### config.mk
export PLATFORM = sky130hd
export DESIGN_NAME = dcm_prog_ctrl
export DESIGN_NICKNAME = d
export VERILOG_FILES = /design/src/rtl/dcm_ctrl_pkg.sv /design/src/rtl/dcm_ctrl_rr_arb.sv /design/src/rtl/dcm_prog_ctrl.sv
export SDC_FILE = /design/constraint.sdc
export NUM_CORES = 1
export LEC_CHECK = 0
export CORE_ASPECT_RATIO = 0.5
export CORE_MARGIN = 3
export CORE_UTILIZATION = 50
export CTS_CLUSTER_SIZE = 25
export DETAILED_ROUTE_END_ITERATION = 10
export PLACE_DENSITY = 0.79
export REMOVE_ABC_BUFFERS = 1
export SYNTH_ARGS = -nofsm -noshare
export SYNTH_HDL_FRONTEND = slang
export SYNTH_HIERARCHICAL = 1
export SYNTH_SLANG_ARGS = --single-unit
export TNS_END_PERCENT = 5
### constraint.sdc
create_clock -name clock -period 1.5 [get_ports clock]
set_input_delay 0.3 -clock clock [delete_from_list [all_inputs] [get_ports clock]]
set_output_delay 0.3 -clock clock [all_outputs]
set_load 0.005 [all_outputs]
### src/rtl/dcm_ctrl_pkg.sv
// ---------------------------------------------------------------------------
// dcm_ctrl_pkg
// Purpose : shared types and constants for the DCM programming controller.
//   state_e        - controller phase (IDLE, SETUP, STROBE, HOLD)
//   REQ_A / REQ_B  - requester index encoding used by the arbiter and top
//   CNT_W          - width of the phase down-counter
// ---------------------------------------------------------------------------
package dcm_ctrl_pkg;

  localparam int   CNT_W = 16;

  localparam logic REQ_A = 1'b0;
  localparam logic REQ_B = 1'b1;

  typedef enum logic [1:0] {
    IDLE   = 2'd0,
    SETUP  = 2'd1,
    STROBE = 2'd2,
    HOLD   = 2'd3
  } state_e;

endpackage : dcm_ctrl_pkg

### src/rtl/dcm_ctrl_rr_arb.sv
// ---------------------------------------------------------------------------
// dcm_ctrl_rr_arb
// Purpose : two-way round-robin grant decision (purely combinational).
// Ports   :
//   req_a, req_b  in  level requests
//   last_grant    in  requester index granted most recently
//   gnt_valid     out at least one request is pending
//   gnt_idx       out requester index that wins this cycle
// ---------------------------------------------------------------------------
module dcm_ctrl_rr_arb
  import dcm_ctrl_pkg::*;
(
  input  logic req_a,
  input  logic req_b,
  input  logic last_grant,
  output logic gnt_valid,
  output logic gnt_idx
);

  always_comb begin
    gnt_valid = req_a | req_b;
    gnt_idx   = REQ_A;
    if (req_a && req_b) begin
      // On a tie the requester that did not win last time goes next.
      gnt_idx = (last_grant == REQ_A) ? REQ_B : REQ_A;
    end else if (req_b) begin
      gnt_idx = REQ_B;
    end
  end

endmodule : dcm_ctrl_rr_arb

### src/rtl/dcm_prog_ctrl.sv
// ---------------------------------------------------------------------------
// dcm_prog_ctrl
// Purpose : arbitrates two requesters and sequences a rate-code update into
//           a clock manager: drive prog_out, wait SETUP_CYCLES, pulse
//           update_clock for one cycle, wait HOLD_CYCLES, then ack.
// Ports   :
//   clock, reset         in  clock; asynchronous active-high reset
//   req_a/prog_a         in  requester A level request and rate code
//   req_b/prog_b         in  requester B level request and rate code
//   ack_a, ack_b         out one-cycle completion pulses
//   prog_out             out rate code to clock manager prog_in
//   update_clock         out one-cycle strobe to clock manager
//   busy                 out high whenever state is not IDLE
// Build option:
//   DCM_CTRL_SKIP_SAME_EN - a grant whose code equals the current prog_out
//                           acks on the next cycle without any strobe.
//
// state  | meaning
// IDLE   | arbitrate (blocked in a cycle where an ack is being presented)
// SETUP  | prog_out settled, waiting SETUP_CYCLES before the strobe
// STROBE | update_clock high for exactly this cycle
// HOLD   | waiting HOLD_CYCLES before acking the owner
// ---------------------------------------------------------------------------
module dcm_prog_ctrl
  import dcm_ctrl_pkg::*;
#(
  parameter int unsigned SETUP_CYCLES = 2,
  parameter int unsigned HOLD_CYCLES  = 16
) (
  input  logic       clock,
  input  logic       reset,
  input  logic       req_a,
  input  logic [2:0] prog_a,
  input  logic       req_b,
  input  logic [2:0] prog_b,
  output logic       ack_a,
  output logic       ack_b,
  output logic [2:0] prog_out,
  output logic       update_clock,
  output logic       busy
);

  localparam logic [CNT_W-1:0] CNT_ZERO   = '0;
  localparam logic [CNT_W-1:0] CNT_ONE    = CNT_W'(1);
  localparam logic [CNT_W-1:0] SETUP_LOAD = CNT_W'(SETUP_CYCLES - 1);
  localparam logic [CNT_W-1:0] HOLD_LOAD  = CNT_W'(HOLD_CYCLES - 1);

  state_e           state_q, state_d;
  logic [CNT_W-1:0] cnt_q, cnt_d;
  logic [2:0]       prog_q, prog_d;
  logic             upd_q, upd_d;
  logic             ack_a_q, ack_a_d;
  logic             ack_b_q, ack_b_d;
  logic             busy_q, busy_d;
  logic             last_q, last_d;
  logic             owner_q, owner_d;

  logic             gnt_valid;
  logic             gnt_idx;
  logic [2:0]       gnt_prog;

  dcm_ctrl_rr_arb u_arb (
    .req_a      (req_a),
    .req_b      (req_b),
    .last_grant (last_q),
    .gnt_valid  (gnt_valid),
    .gnt_idx    (gnt_idx)
  );

  assign gnt_prog = (gnt_idx == REQ_B) ? prog_b : prog_a;

  always_comb begin
    state_d = state_q;
    cnt_d   = cnt_q;
    prog_d  = prog_q;
    last_d  = last_q;
    owner_d = owner_q;
    upd_d   = 1'b0;
    ack_a_d = 1'b0;
    ack_b_d = 1'b0;

    case (state_q)
      IDLE: begin
        // No grant while an ack is on the outputs, so the acked requester
        // gets one cycle to drop its level request.
        if (!ack_a_q && !ack_b_q && gnt_valid) begin
          prog_d  = gnt_prog;
          last_d  = gnt_idx;
          owner_d = gnt_idx;
`ifdef DCM_CTRL_SKIP_SAME_EN
          if (gnt_prog == prog_q) begin
            ack_a_d = (gnt_idx == REQ_A);
            ack_b_d = (gnt_idx == REQ_B);
          end else begin
            state_d = SETUP;
            cnt_d   = SETUP_LOAD;
          end
`else
          state_d = SETUP;
          cnt_d   = SETUP_LOAD;
`endif
        end
      end
      SETUP: begin
        if (cnt_q == CNT_ZERO) begin
          state_d = STROBE;
          cnt_d   = CNT_ZERO;
          upd_d   = 1'b1;
        end else begin
          cnt_d = cnt_q - CNT_ONE;
        end
      end
      STROBE: begin
        state_d = HOLD;
        cnt_d   = HOLD_LOAD;
      end
      HOLD: begin
        if (cnt_q == CNT_ZERO) begin
          state_d = IDLE;
          cnt_d   = CNT_ZERO;
          ack_a_d = (owner_q == REQ_A);
          ack_b_d = (owner_q == REQ_B);
        end else begin
          cnt_d = cnt_q - CNT_ONE;
        end
      end
      default: begin
        state_d = IDLE;
        cnt_d   = CNT_ZERO;
      end
    endcase

    busy_d = (state_d != IDLE);
  end

  always_ff @(posedge clock or posedge reset) begin
    if (reset) begin
      state_q <= IDLE;
      cnt_q   <= CNT_ZERO;
      prog_q  <= 3'd0;
      upd_q   <= 1'b0;
      ack_a_q <= 1'b0;
      ack_b_q <= 1'b0;
      busy_q  <= 1'b0;
      last_q  <= REQ_B;
      owner_q <= REQ_A;
    end else begin
      state_q <= state_d;
      cnt_q   <= cnt_d;
      prog_q  <= prog_d;
      upd_q   <= upd_d;
      ack_a_q <= ack_a_d;
      ack_b_q <= ack_b_d;
      busy_q  <= busy_d;
      last_q  <= last_d;
      owner_q <= owner_d;
    end
  end

  assign ack_a        = ack_a_q;
  assign ack_b        = ack_b_q;
  assign prog_out     = prog_q;
  assign update_clock = upd_q;
  assign busy         = busy_q;

endmodule : dcm_prog_ctrl

Word-level counts from Yosys, hierarchy flattened
Index checks and enable logic that the tools add are counted.

operators by class
  add/subtract/negate cells = 1
  eq/ne operators = 4
  muxes and demuxes = 17
  bitwise operators = 2
  reduce and logical (&&, ||, !) cells = 10

operator list
  kind                   number
  $pmux 16 s3            1
  $mux 16                2
  $logic_not 16->1       1
  $sub 16x1->16 const B  1
  $mux 1                 9
  $pmux 2 s4             1
  $mux 2                 3
  $eq 2x2->1 const B     2
  $logic_and 1x1->1      3
  $mux 3                 1
  $eq 2x1->1 const B     1
  $logic_not 1->1        2
  $logic_not 2->1        1
  $ne 2x2->1 const B     1
  $reduce_and 2->1       1
  $reduce_bool 2->1      1
  $reduce_or 2->1        1
  $not 1->1              1
  $or 1x1->1             1

storage, ports and cells
  register bits after elaboration = 27
  input bits = 10

Depth between registers and ports, before layout
Gate-level depths: netlist of the first run.

  depth after elaboration = 6
  mapped depth = 6
  mapped depth without buffers = 6

Hierarchy
Netlist of the first run, hierarchy kept.

modules (own cells, without submodules)
  module           times used  cells each  area an instance (um^2)  sequential area each (um^2)
  dcm_prog_ctrl    1           150         1,485.2                  676.9
  dcm_ctrl_rr_arb  1           2           13.8                     0.0

Least setup slack after synthesis of the first run
No wires, ideal clock.

  kind = reg2reg
  start point = reg cnt_q[0]
  end point = reg cnt_q[10]
  data arrival time = 1.545 ns
  data required time = 1.418 ns
  slack = -0.128 ns
  stages on the path, launching flop included = 7
  buffers on the path = 0
  clock period less this slack = 1.628 ns
  cell sequence = dfrtp_1 > inv_1 > ha_1 > or3b_2 > nor3_2 > nand3_1 > o22ai_1

on the way
  longest elaborated chain between the ends = 3

RTL lines
  what                                                      line                                        text
  from (decl)                                               dcm_prog_ctrl.sv:49                         logic [CNT_W-1:0] cnt_q, cnt_d;
  from (signal assigned)                                    dcm_prog_ctrl.sv:149                        cnt_q <= cnt_d;
  $sub 16x1->16 / $logic_not 16->1 (equally long branches)  n/a
  $mux 16 (*)                                               dcm_prog_ctrl.sv:105, dcm_prog_ctrl.sv:118
  $pmux 16 s3 (*)                                           dcm_prog_ctrl.sv:82                         case (state_q)

Every way passes the cells marked *; elsewhere a longest branch is shown, timed or not.
A chain may end at the register's enable or synchronous reset.

Final worst setup path of the first run
  start point = reg cnt_q[1]
  end point = reg cnt_q[10]

Same word-level chain as after synthesis.

==> reports/metrics.cfg, run 1 <==
[sta]
min_period_ns = 1.866
rsz0062_at_grt = true
setup_ws_ns = -0.3657
setup_viol = 22
report.final.slew_viol_count = 0
clock.fmax_ghz = 0.5360
hold_violations = 0
slew_headroom = 0.6677
fin_tns_setup_ns = -4.633
period_share = 1.244
finClkSkew_ns = 0.004772
worstMarginPinSlew_ns = 0.4938

[worst_setup_path]
cp.arrival_ns = 2.03
r2r_setup_slack_ns = -0.37
critPathCaptureType = flop
r2r-end = cnt_q[10]
worst-path-buf-inv = 3
critPathLaunchType = flop
path_max_fanout = 5
crit_type = flop to flop
cp_slowest_cell = dfrtp_1
worstPathRequired_ns = 1.66
crit_chain = inv_2 -> ha_4 -> nor4b_4 -> buf_4 -> nand4_4 -> buf_8 -> a31oi_1 -> o22ai_1
reg2reg_from = cnt_q[1]
max_stage_delay_ns = 0.43
worst-r2r-cell-count = 8
crit_family = buffers and inverters

[logic_synthesis]
dominantRegCellSynth = dfrtp_1
synth_compound_area_frac = 0.1277
synth-simple-area-share = 0.3197
synth_edf_count = 0
syn_area_per_cell_um2 = 9.861
synth.yosys.seq_area_share = 0.4516
synth_cell_types = 46
synth_xor_area_frac = 0.005843
netlist_area_um2 = 1499
synth-adder-area-share = 0.01669
synth_mux_area_frac = 0.04174
synth_top_family_by_area = simple AND/OR/NAND/NOR gates
synthArstFlopShare = 1.000
ys_ff_latch = 27
postSynthCellCount = 152
yosysWarnings = 6

[pwr]
power_density_nw_per_um2 = 1176
vdd_ir_drop_max_mv = 0.8802
clkPwrFrac = 0.162
seqPwrFrac = 0.359
p_switching_w = 0.001060
combPwrFrac = 0.479
p_leak_nw = 1.017
internal_power_w = 0.001589
p_sw_frac = 0.4001

[die]
rows = 13
core-area_um2 = 2716
die_h_um = 44.72
start_util = 0.5518
die_x_um = 83.43
ioPinCount = 17
die_area_um2 = 3731

[drt]
wl_met3_um = 659
dr_wl_met2_mm = 2.501
met1_length_mm = 2.209
drt.antenna.violating_nets = 0
drtIter0Drc = 271
routed.top_layer = met4
vias_per_cell = 6.943
routed_wl_mm = 5.785
drtPass1Iterations = 7
drc = 0
vias = 1715
routedWlPerCell_um = 23.42

[clocking]
cts_root_buf = clkbuf_8
cts_sinks = 27
cts_tree = yes
hold_buffers = 0
cts_buffer_depth = 2
clock_latency_ns = 0.28
cts_made_buffers = 3
path_clk_slew_ns = 0.10
htree_levels = 1

[placement]
portBuffers = 16
place_ws_ns = -0.4294
gp_congestion = 0.8393
hpwl_mm = 2.672

[cells_and_area]
syn_to_final_growth_pct = 50.25
n_antenna_cell = 0
layout-drive-gt1-share = 0.3810
fin_nets = 223
final_common_cell = buf_4
final_cell_mix = 41 x buf_4, 25 x dfrtp_1, 15 x clkdlybuf4s50_1

[global_routing]
grt_max_degree = 28
grt_pass1_wl_mm = 7.645
grt-ovfl-total = 0
antenna_found_initial = 0
grt_pass1_vias = 1581
grt_usage = 0.2616

[hold_path]
min_path_type = primary input to async pin

[outcome]
violations = negative setup slack
status = complete, but fails checks

[run]
maxCapViolCount = 0

-- worst max-delay path by stage --
stage	cells after the start	start	endpoint
after floorplan	3	state_q[0]	cnt_q[2]
after global placement	7	req_a	cnt_q[8]
after detailed placement	7	req_a	cnt_q[2]
after CTS	6	cnt_q[0]	cnt_q[10]
after global routing	8	cnt_q[0]	cnt_q[10]
final	8	cnt_q[1]	cnt_q[10]
-- per-stage QoR --
| stage | total power (W) | util | instance area, um^2 | hold slack [ns] | std cells |
|---|---|---|---|---|---|
| after floorplan | 0.001341 | - | 1470 | 0.3520 | 145 |
| after global placement | 0.001748 | 0.7269 | 1974 | 0.4616 | 236 |
| after detailed placement | 0.001788 | 0.7269 | 1974 | 0.4711 | 236 |
| after CTS | 0.002359 | 0.7909 | 2148 | 0.3453 | 245 |
| after global routing | 0.002717 | 0.8291 | 2252 | 0.3899 | 247 |
| final | 0.002649 | 0.8291 | 2252 | 0.3828 | 247 |
-- synth_stat cells (all sizes together) (3+ instances only) --
cell type / number / share of area
nor3: 6 / 0.038
a21oi: 5 / 0.017
a31oi: 4 / 0.017
o21ai: 7 / 0.023
o22ai: 4 / 0.017
nor2: 7 / 0.019
o211ai: 3 / 0.015
nand3: 13 / 0.043
o311ai: 4 / 0.023
nand4b: 4 / 0.033
mux2i: 4 / 0.027
inv: 7 / 0.018
clkbuf: 4 / 0.011
buf: 3 / 0.0083
nor4: 6 / 0.039
nand2: 16 / 0.042
nand4: 5 / 0.025
dfrtp: 26 / 0.43
-- registers in the layout, indices dropped and copies added, names as in the netlist --
signal	count
last_q	1
busy	1
prog_out	3
owner_q	1
ack_b	1
ack_a	1
state_q	2
update_clock	1
cnt_q	16
-- cell families after synthesis --
logic type	Yosys count
fa+ha+maj	2
mux	6
simple gates	72
xor+xnor	1
flops	27
compound gates	30
buf+inv	14
-- area by class of cell --
class,instances,area (um^2)
Tap cell,37,46.29
Clock inverter,1,5.005
Inverter,7,26.28
Multi-Input combinational cell,111,913.4
Clock buffer,3,41.29
Fill cell,117,464.2
Sequential cell,27,678.2
Timing Repair Buffer,61,541.8
-- per-layer routing --
metal	vias up	GRT usage
met3	58	0.06011
met2	162	0.4729
met1	811	0.3112
met4	0	0.1186
li1	684	-
met5	-	0
-- power by group through the flow --
stage	registers (W)	clock network, W	logic, W
2_1_floorplan	0.000997	0	0.000344
3_3_place_gp	0.000938	0	0.000810
3_5_place_dp	0.000942	0	0.000846
4_1_cts	0.000933	0.000431	0.000995
5_1_grt	0.000962	0.000461	0.00129
6_report	0.000952	0.000430	0.00127
-- worst reg2reg max path, stage by stage (launching register included) --
cell and delay, ns:
dfrtp_1 0.43, inv_2 0.10, ha_4 0.14, nor4b_4 0.25
buf_4 0.19, nand4_4 0.10, buf_8 0.18, a31oi_1 0.25
o22ai_1 0.12
-- timing repair --
action	4_1_cts	5_1_grt
gates resized for setup	19	13
pin swaps	9	9
cloned	0	1
buffers inserted	5	1
endpoints found under the setup margin	27	25
Power figures use the tool's default switching activity.
==> run 2: changes to the inputs <==
CORE_ASPECT_RATIO = not set   (was 0.5)
GPL_TIMING_DRIVEN = 1   (was not set)
MAX_ROUTING_LAYER = met4   (was not set)
==> run 2 against run 1 <==
Effect of this change: the run still ends with negative setup slack left; clock skew about the same; die area down 1.1%; via count down 10%; first-iteration DRC count down 59%; hold slack worse by 0.13 ns; cell count down 3.6%; maximum frequency up 1.6%; critical path depth down 1.
==> reports/metrics.cfg, run 2 (same netlist as run 1, synthesis figures left out) <==
[outcome]
status = complete, but fails checks
violations = negative setup slack

[sta]
worstMarginPinSlew_ns = 0.5841
slew_headroom = 0.6070
report.final.slew_viol_count = 0
hold_violations = 0
finClkSkew_ns = 0.005023
period_share = 1.224
setup_ws_ns = -0.3361
setup_viol = 22
clock.fmax_ghz = 0.5446
min_period_ns = 1.836
rsz0062_at_grt = true

[drt]
drtPass1Iterations = 4
drtIter0Drc = 111
vias_per_cell = 6.450
drc = 0
routedWlPerCell_um = 22.17
vias = 1535
routed_wl_mm = 5.276
drt.antenna.violating_nets = 0

[cells_and_area]
syn_to_final_growth_pct = 53.76
fin_nets = 220
final.fill_count = 135
final_area_um2 = 2305
final_cell_mix = 36 x buf_4, 25 x dfrtp_1, 14 x nand2_1
largest-register = cnt_q
layout-drive-gt1-share = 0.3961
n_antenna_cell = 0
largest_reg_flops = 16
final_common_cell = buf_4

[pwr]
seqPwrFrac = 0.388
p_leak_nw = 1.133
p_switching_w = 0.0009521
combPwrFrac = 0.471
power_density_nw_per_um2 = 1064
p_sw_frac = 0.3883
internal_power_w = 0.001500
clkPwrFrac = 0.141
vdd_ir_drop_max_mv = 1.240

[hold_path]
min_path_type = primary input to async pin

[die]
rows = 19
die_area_um2 = 3691
die_h_um = 60.75
ioPinCount = 17
die_x_um = 60.75
start_util = 0.5343
core-area_um2 = 2805

[placement]
gp_congestion = 0.8739
placed_area_um2 = 1959
portBuffers = 16
place_ws_ns = -0.4775
hpwl_mm = 2.789

[global_routing]
grt_pass1_wl_mm = 6.610
grt_max_degree = 28
grt_pass1_vias = 1408
antenna_found_initial = 0
grt_usage = 0.2535
grt-ovfl-total = 0

[worst_setup_path]
cp.arrival_ns = 2.13
crit_type = flop to flop
r2r_setup_slack_ns = -0.34
critPathLaunchType = flop
worstPathRequired_ns = 1.79
worst-r2r-cell-count = 7
critPathCaptureType = flop
path_max_fanout = 3

[clocking]
cts_tree = yes
cts_made_buffers = 3
path_clk_slew_ns = 0.16
hold_buffers = 0
cts_root_buf = clkbuf_4
htree_levels = 1
clock_latency_ns = 0.35
cts_sinks = 27
cts_buffer_depth = 2

[run]
maxCapViolCount = 0

[run 2: metrics by stage]
step | util | hold WS (ns) | setup TNS [ns] | power [W] | instances
floorplan | - | 0.3520 | -5.449 | 0.001341 | 145
global placement | 0.6985 | 0.4618 | -6.055 | 0.001736 | 229
detailed placement | 0.6985 | 0.4852 | -9.311 | 0.001765 | 229
CTS | 0.7520 | 0.2730 | -2.848 | 0.002260 | 236
global route | 0.8216 | 0.2658 | -6.319 | 0.002561 | 238
finish | 0.8216 | 0.2555 | -5.635 | 0.002452 | 238
[run 2: worst paths after layout]
check	startpoint	end
worst max-delay path	cnt_q[0]	cnt_q[14]
worst min-delay path	reset	cnt_q[2]
worst max register to register	cnt_q[0]	cnt_q[14]
worst min register to register	prog_out[1]	prog_out[1]
max in group asynchronous	reset	last_q
min in group clock	prog_out[1]	prog_out[1]
[run 2: timing repair]
item,in CTS,in global routing
setup endpoints to repair,29,34
setup buffers,3,1
pin swaps,8,10
cloned,0,1
resized for setup,20,29
[run 2: routing by layer]
| layer | up-vias | track usage | wire length [um] |
|---|---|---|---|
| li1 | 686 | - | - |
| met1 | 777 | 0.3121 | 2099 |
| met2 | 58 | 0.4092 | 2756 |
| met3 | 14 | 0.03191 | 238 |
| met4 | 0 | 0.1269 | 181 |
| met5 | - | - | 0 |
[run 2: final cells by class]
class | instances | area (um^2) | share of cell area
multi-input combinational | 111 | 989.7 | 0.4294
sequential | 27 | 678.2 | 0.2942
timing repair buffer | 58 | 541.8 | 0.2351
tap | 31 | 38.79 | 0.01683
inverter | 7 | 26.28 | 0.01140
clock buffer | 3 | 22.52 | 0.009772
clock inverter | 1 | 7.507 | 0.003257
[run 2: power by group through the flow]
stage          Clock (W)  Sequential [W]  Combinational (W)
5_1_grt         0.000366        0.000956            0.00124
3_3_place_gp           0        0.000932           0.000804
4_1_cts         0.000336        0.000935           0.000990
2_1_floorplan          0        0.000997           0.000344
3_5_place_dp           0        0.000932           0.000833
6_report        0.000346        0.000950            0.00116
[run 2: worst max-delay path, stage by stage (launching register included)]
cell and delay [ns]:
dfrtp_1 0.45, inv_2 0.13, ha_1 0.18, or3b_4 0.44
buf_4 0.16, nor2_1 0.10, nand4b_1 0.16, nand3_1 0.15
